[config.mk]
export PLATFORM = sky130hd
export DESIGN_NAME = core_ctrl_fsm
export DESIGN_NICKNAME = d
export VERILOG_FILES = /design/src/rtl/core_ctrl_fsm.sv
export SDC_FILE = /design/constraint.sdc
export NUM_CORES = 1
export LEC_CHECK = 0
export ABC_AREA = 1
export BUFFER_PORTS_ARGS = -buffer_cell sky130_fd_sc_hd__clkbuf_2
export CORE_MARGIN = 5
export CORE_UTILIZATION = 40
export DETAILED_ROUTE_END_ITERATION = 8
export PLACE_DENSITY_LB_ADDON = 0.1
export SYNTH_ARGS = -nofsm -noshare
export SYNTH_HDL_FRONTEND = slang
export SYNTH_SLANG_ARGS = --single-unit
[constraint.sdc]
create_clock -name clk -period 2.05 [get_ports clk]
set_input_delay 0.41 -clock clk [delete_from_list [all_inputs] [get_ports clk]]
set_output_delay 0.41 -clock clk [all_outputs]
set_load 0.05 [all_outputs]
[src/rtl/core_ctrl_fsm.sv]
// core_ctrl_fsm: multi-cycle sequencer for the educational RV32 core
// (ADD/SUB/ADDI/LW/SW/BEQ/JAL subset).
// Optional feature macro: CORE_CTRL_INSTRET_EN adds the instret[31:0] retired-instruction counter.

package riscv_defs;
  typedef enum logic [1:0] {
    PC_PLUS_4 = 2'd0,
    PC_BRANCH = 2'd1,
    PC_JUMP   = 2'd2
  } pc_sel_t;
endpackage

module core_ctrl_fsm #(
  parameter int unsigned MEM_TIMEOUT = 15
) (
  input  logic                clk,
  input  logic                rst,
  output logic                imem_req,
  input  logic                imem_ack,
  output logic                ir_we,
  input  logic                dec_valid,
  input  logic                dec_writes_rd,
  input  logic                dec_is_load,
  input  logic                dec_is_store,
  input  logic                dec_is_branch,
  input  logic                dec_is_jump,
  input  logic                alu_zero,
  output logic                dmem_req,
  output logic                dmem_we,
  input  logic                dmem_ack,
  output logic                rf_we,
  output logic                pc_we,
  output riscv_defs::pc_sel_t pc_sel,
  output logic                halted,
  output logic                illegal,
  output logic                bus_err,
  output logic [2:0]          state_dbg
`ifdef CORE_CTRL_INSTRET_EN
  ,
  output logic [31:0]         instret
`endif
);
  import riscv_defs::*;

  // A zero timeout still needs a 1-bit counter to keep the declarations legal.
  localparam int unsigned WCNT_W = (MEM_TIMEOUT > 0) ? $clog2(MEM_TIMEOUT + 1) : 1;
  localparam logic [WCNT_W-1:0] WCNT_LIMIT = WCNT_W'(MEM_TIMEOUT);

  typedef enum logic [2:0] {
    FETCH  = 3'd0,
    DECODE = 3'd1,
    EXEC   = 3'd2,
    MEM    = 3'd3,
    WB     = 3'd4,
    HALT   = 3'd5
  } state_t;

  state_t            state_q, state_d;
  logic [WCNT_W-1:0] wait_q, wait_d;
  logic              illegal_q, illegal_d;
  logic              bus_err_q, bus_err_d;
  logic              waiting, acked, timed_out;

  always_ff @(posedge clk) begin
    if (rst) begin
      state_q   <= FETCH;
      wait_q    <= '0;
      illegal_q <= 1'b0;
      bus_err_q <= 1'b0;
    end else begin
      state_q   <= state_d;
      wait_q    <= wait_d;
      illegal_q <= illegal_d;
      bus_err_q <= bus_err_d;
    end
  end

  always_comb begin
    state_d   = state_q;
    illegal_d = illegal_q;
    bus_err_d = bus_err_q;
    waiting   = 1'b0;
    acked     = 1'b0;
    case (state_q)
      FETCH:   begin waiting = 1'b1; acked = imem_ack; end
      MEM:     begin waiting = 1'b1; acked = dmem_ack; end
      default: ;
    endcase
    // An ack on the limit cycle completes the access instead of timing out.
    timed_out = (MEM_TIMEOUT != 0) && waiting && !acked && (wait_q == WCNT_LIMIT);

    case (state_q)
      FETCH:  if (imem_ack) state_d = DECODE;
      DECODE: begin
        if (!dec_valid) begin
          state_d   = HALT;
          illegal_d = 1'b1;
        end else begin
          state_d = EXEC;
        end
      end
      EXEC: begin
        if (dec_is_load || dec_is_store)       state_d = MEM;
        else if (dec_is_branch || dec_is_jump) state_d = FETCH;
        else                                   state_d = WB;
      end
      MEM:     if (dmem_ack) state_d = dec_is_store ? FETCH : WB;
      WB:      state_d = FETCH;
      HALT:    state_d = HALT;
      default: state_d = FETCH;
    endcase

    if (timed_out) begin
      state_d   = HALT;
      bus_err_d = 1'b1;
    end

    wait_d = (waiting && !acked && !timed_out && (MEM_TIMEOUT != 0)) ? wait_q + 1'b1 : '0;
  end

  always_comb begin
    imem_req = 1'b0;
    ir_we    = 1'b0;
    dmem_req = 1'b0;
    dmem_we  = 1'b0;
    rf_we    = 1'b0;
    pc_we    = 1'b0;
    pc_sel   = PC_PLUS_4;
    if (!rst) begin
      case (state_q)
        FETCH: begin
          imem_req = 1'b1;
          ir_we    = imem_ack;
        end
        EXEC: begin
          if (!(dec_is_load || dec_is_store)) begin
            if (dec_is_branch) begin
              pc_we  = 1'b1;
              pc_sel = alu_zero ? PC_BRANCH : PC_PLUS_4;
            end else if (dec_is_jump) begin
              pc_we  = 1'b1;
              pc_sel = PC_JUMP;
              rf_we  = dec_writes_rd;
            end
          end
        end
        MEM: begin
          dmem_req = 1'b1;
          dmem_we  = dec_is_store;
          pc_we    = dmem_ack && dec_is_store;
        end
        WB: begin
          rf_we = dec_writes_rd;
          pc_we = 1'b1;
        end
        default: ;
      endcase
    end
  end

  assign halted    = (state_q == HALT);
  assign illegal   = illegal_q;
  assign bus_err   = bus_err_q;
  assign state_dbg = state_q;

`ifdef CORE_CTRL_INSTRET_EN
  logic [31:0] instret_q, instret_d;

  always_comb begin
    instret_d = instret_q + {31'd0, pc_we};
  end

  always_ff @(posedge clk) begin
    if (rst) instret_q <= '0;
    else     instret_q <= instret_d;
  end

  assign instret = instret_q;
`endif

endmodule

==> run summary <==
CTS Buf Count = 3
drt drc = 0
initial antenna violation count = 0
sequential fraction of the synthesis area = 29.9%
clk sink count = 9
port buffer count = 24
first-pass GRT wire length = 2440 um
reg-to-reg endpoint = state_dbg[1]
largest net degree at the start of global routing = 10
Synth top area share = 29.9%
Async SR Flop Fraction = 0%
leakage power = 0.430 nW
Final min period = 1.96 ns
Layout Utilization = 55.1%
clk slew on worst S/H paths = 0.06 ns
GRT Overall Usage = 12.8%
sequential power share = 32.9%
WL met2 = 653 um
clk buf depth = 2
yosys warns = 0
clock share of power = 18.8%
met3 wire length = 104 um
DIE HEIGHT = 48.8 um
Row Count = 14
IO Pins = 25
max layer used = met3
post-route ant nets = 0
GRT overflow = 0
period utilization = 95.6%
DIE AREA = 2380 sq um
Rel. slew slack = 81.5%
Slew Limit Fails = 0
FMAX = 510 MHz
Worst Path Required = 1.64 ns
CORE AREA = 1470 sq um
die span in x = 48.8 um
Clk Latency, worst-skew pair = 0.25 ns
R2R depth = 7
NumNets Final = 132
DR pass1 iterations = 3
Diodes inserted = 0
syn nets = 103
power per cell area = 851 nW/um^2
switching share of power = 47.3%
Crit Path Class = reg2out
Starting Density = 41.0%
Post-Place Cell Area = 779 sq um
Psw = 0.000326 W
highest-count cells in the layout ignoring fill and taps = clkbuf_2 (22), inv_1 (17), nor2_1 (12)
Finished Cell Area = 811 sq um
Post-Route WL = 1340 um
run status = complete, no violations
VDD IR-drop max = 383 uV
cell-internal power = 0.000364 W
Logic pwr share = 48.3%
crit end category = output pin
DR vias = 628
Setup crit end = pc_sel[0]
Distinct cells, synth = 26
routability cong. = 0.786
Setup Fix Bufs, Post-CTS = 0
Metal-1 WL = 586 um
worst setup path start = state_dbg[2]
max_cap viols = 0
Synth area leader = dfxtp_1
most common cell after layout, fill and taps aside = clkbuf_2
Worst setup SP type = flip-flop
r2r setup slk = 0.87 ns
#FFs+latches synth = 9
worst-margin pin slew = 0.278 ns
vias per cell = 4.65
Critical Path AT = 1.55 ns
fill cell count = 148
number of global-route vias before repair = 567
Final Hold Fails = 0
RR Startpoint = state_dbg[2]
Area contributors post-synth = dfxtp_1 (30%), inv_1 (11%), nor2_1 (8.7%), nand2_1 (6.8%), nand3_1 (6.6%)
CP max FO = 7
Cells after Synth = 91
Synth Flop Type = dfxtp_1
root buf cell = clkbuf_4
Final Skew = 0.00230 ns
Hold Crit Class = reg2reg
ratio of cells with drive above 1 in the final layout = 42.0%
DRC marker count from the first detailed-route iteration = 11
post-synthesis cell area = 603 sq um
setup violators final = 0
Post-synth EDFFs = 0
H-tree Lvls = 1
drt wl/cell = 9.95 um
Post-Syn Area per Cell = 6.63 sq um
CTS tree = built
area grow syn2layout = 34.4%
HPWL after DPL = 1150 um
total power = 0.000690 W
[cells in the mapped netlist, types with 2 or more instances]
master / instances
a21oi_2: 2
nand2_2: 5
nor2_1: 14
nor3_1: 3
a21oi_1: 2
nand3_1: 8
nand2_1: 11
nor2_2: 3
dfxtp_1: 9
inv_1: 17
inv_2: 2
[repair_timing]
action | in CTS | in global routing
hold buffers | 0 | 0
resized for setup | 0 | 5
setup endpoints to repair | 0 | 2
[power by group through the flow]
stage	Combinational, W	Clock, W	Sequential (W)
finish	0.000333	0.000130	0.000227
global route	0.000370	0.000152	0.000231
CTS	0.000336	0.000137	0.000228
detailed placement	0.000335	0	0.000232
global placement	0.000332	0	0.000232
floorplan	0.000210	0	0.000285
[metrics by stage]
step	hold slack (ns)	setup TNS, ns	cells	setup slack, ns
global route	0.479	-0.0303	135	-0.0217
detailed placement	0.443	0	131	0.234
floorplan	0.418	-0.392	91	-0.291
CTS	0.451	0	135	0.0341
global placement	0.430	0	131	0.269
finish	0.444	0	135	0.0899
[kinds of logic (layout without fill, tap and decap cells)]
kind of cell	Yosys count	in the layout	share of synthesized area (%)
buffers and inverters	20	48	12.7
adders and majority gates	1	1	2.07
DFF	9	9	29.9
AOI/OAI and AO/OA	8	8	8.92
xor gates and xnor gates	2	2	2.91
and+or+nand+nor	51	51	43.6
[how the worst min path moves through the flow]
stage | from | endpoint | slack (ns) | depth (start not counted)
2_1_floorplan | wait_q[0] | wait_q[0] | 0.42 | 1
3_3_place_gp | wait_q[0] | wait_q[0] | 0.43 | 1
3_5_place_dp | wait_q[0] | wait_q[0] | 0.44 | 1
4_1_cts | wait_q[0] | wait_q[0] | 0.45 | 1
5_1_grt | wait_q[0] | wait_q[0] | 0.48 | 1
6_report | wait_q[0] | wait_q[0] | 0.44 | 1
[area by class of cell]
class | instances | area (sq um) | share of cell area (%)
multi-input combinational | 62 | 380 | 46.9
sequential | 9 | 180 | 22.2
timing repair buffer | 25 | 133 | 16.4
inverter | 19 | 71.3 | 8.80
clock buffer | 4 | 26.3 | 3.24
tap | 16 | 20.0 | 2.47
[metal layers]
layer / up-vias / track usage [%]
met5: - / 0
met4: 0 / 4.04
met3: 0 / 6.73
met2: 17 / 20.0
met1: 270 / 15.0
li1: 341 / -
[worst max-delay path: stages, from the launching register on]
cell and delay [ns]:
dfxtp_1 0.38, inv_2 0.15, nand2_2 0.06, nor2_2 0.18, nand2_1 0.11, nor2_1 0.12, clkbuf_2 0.28
[sequential cells by signal (all words and copies together), names as in the netlist]
name       count
wait_q         4
state_dbg      3
bus_err        1
illegal        1
No activity file was read; power rests on OpenSTA's default activity.
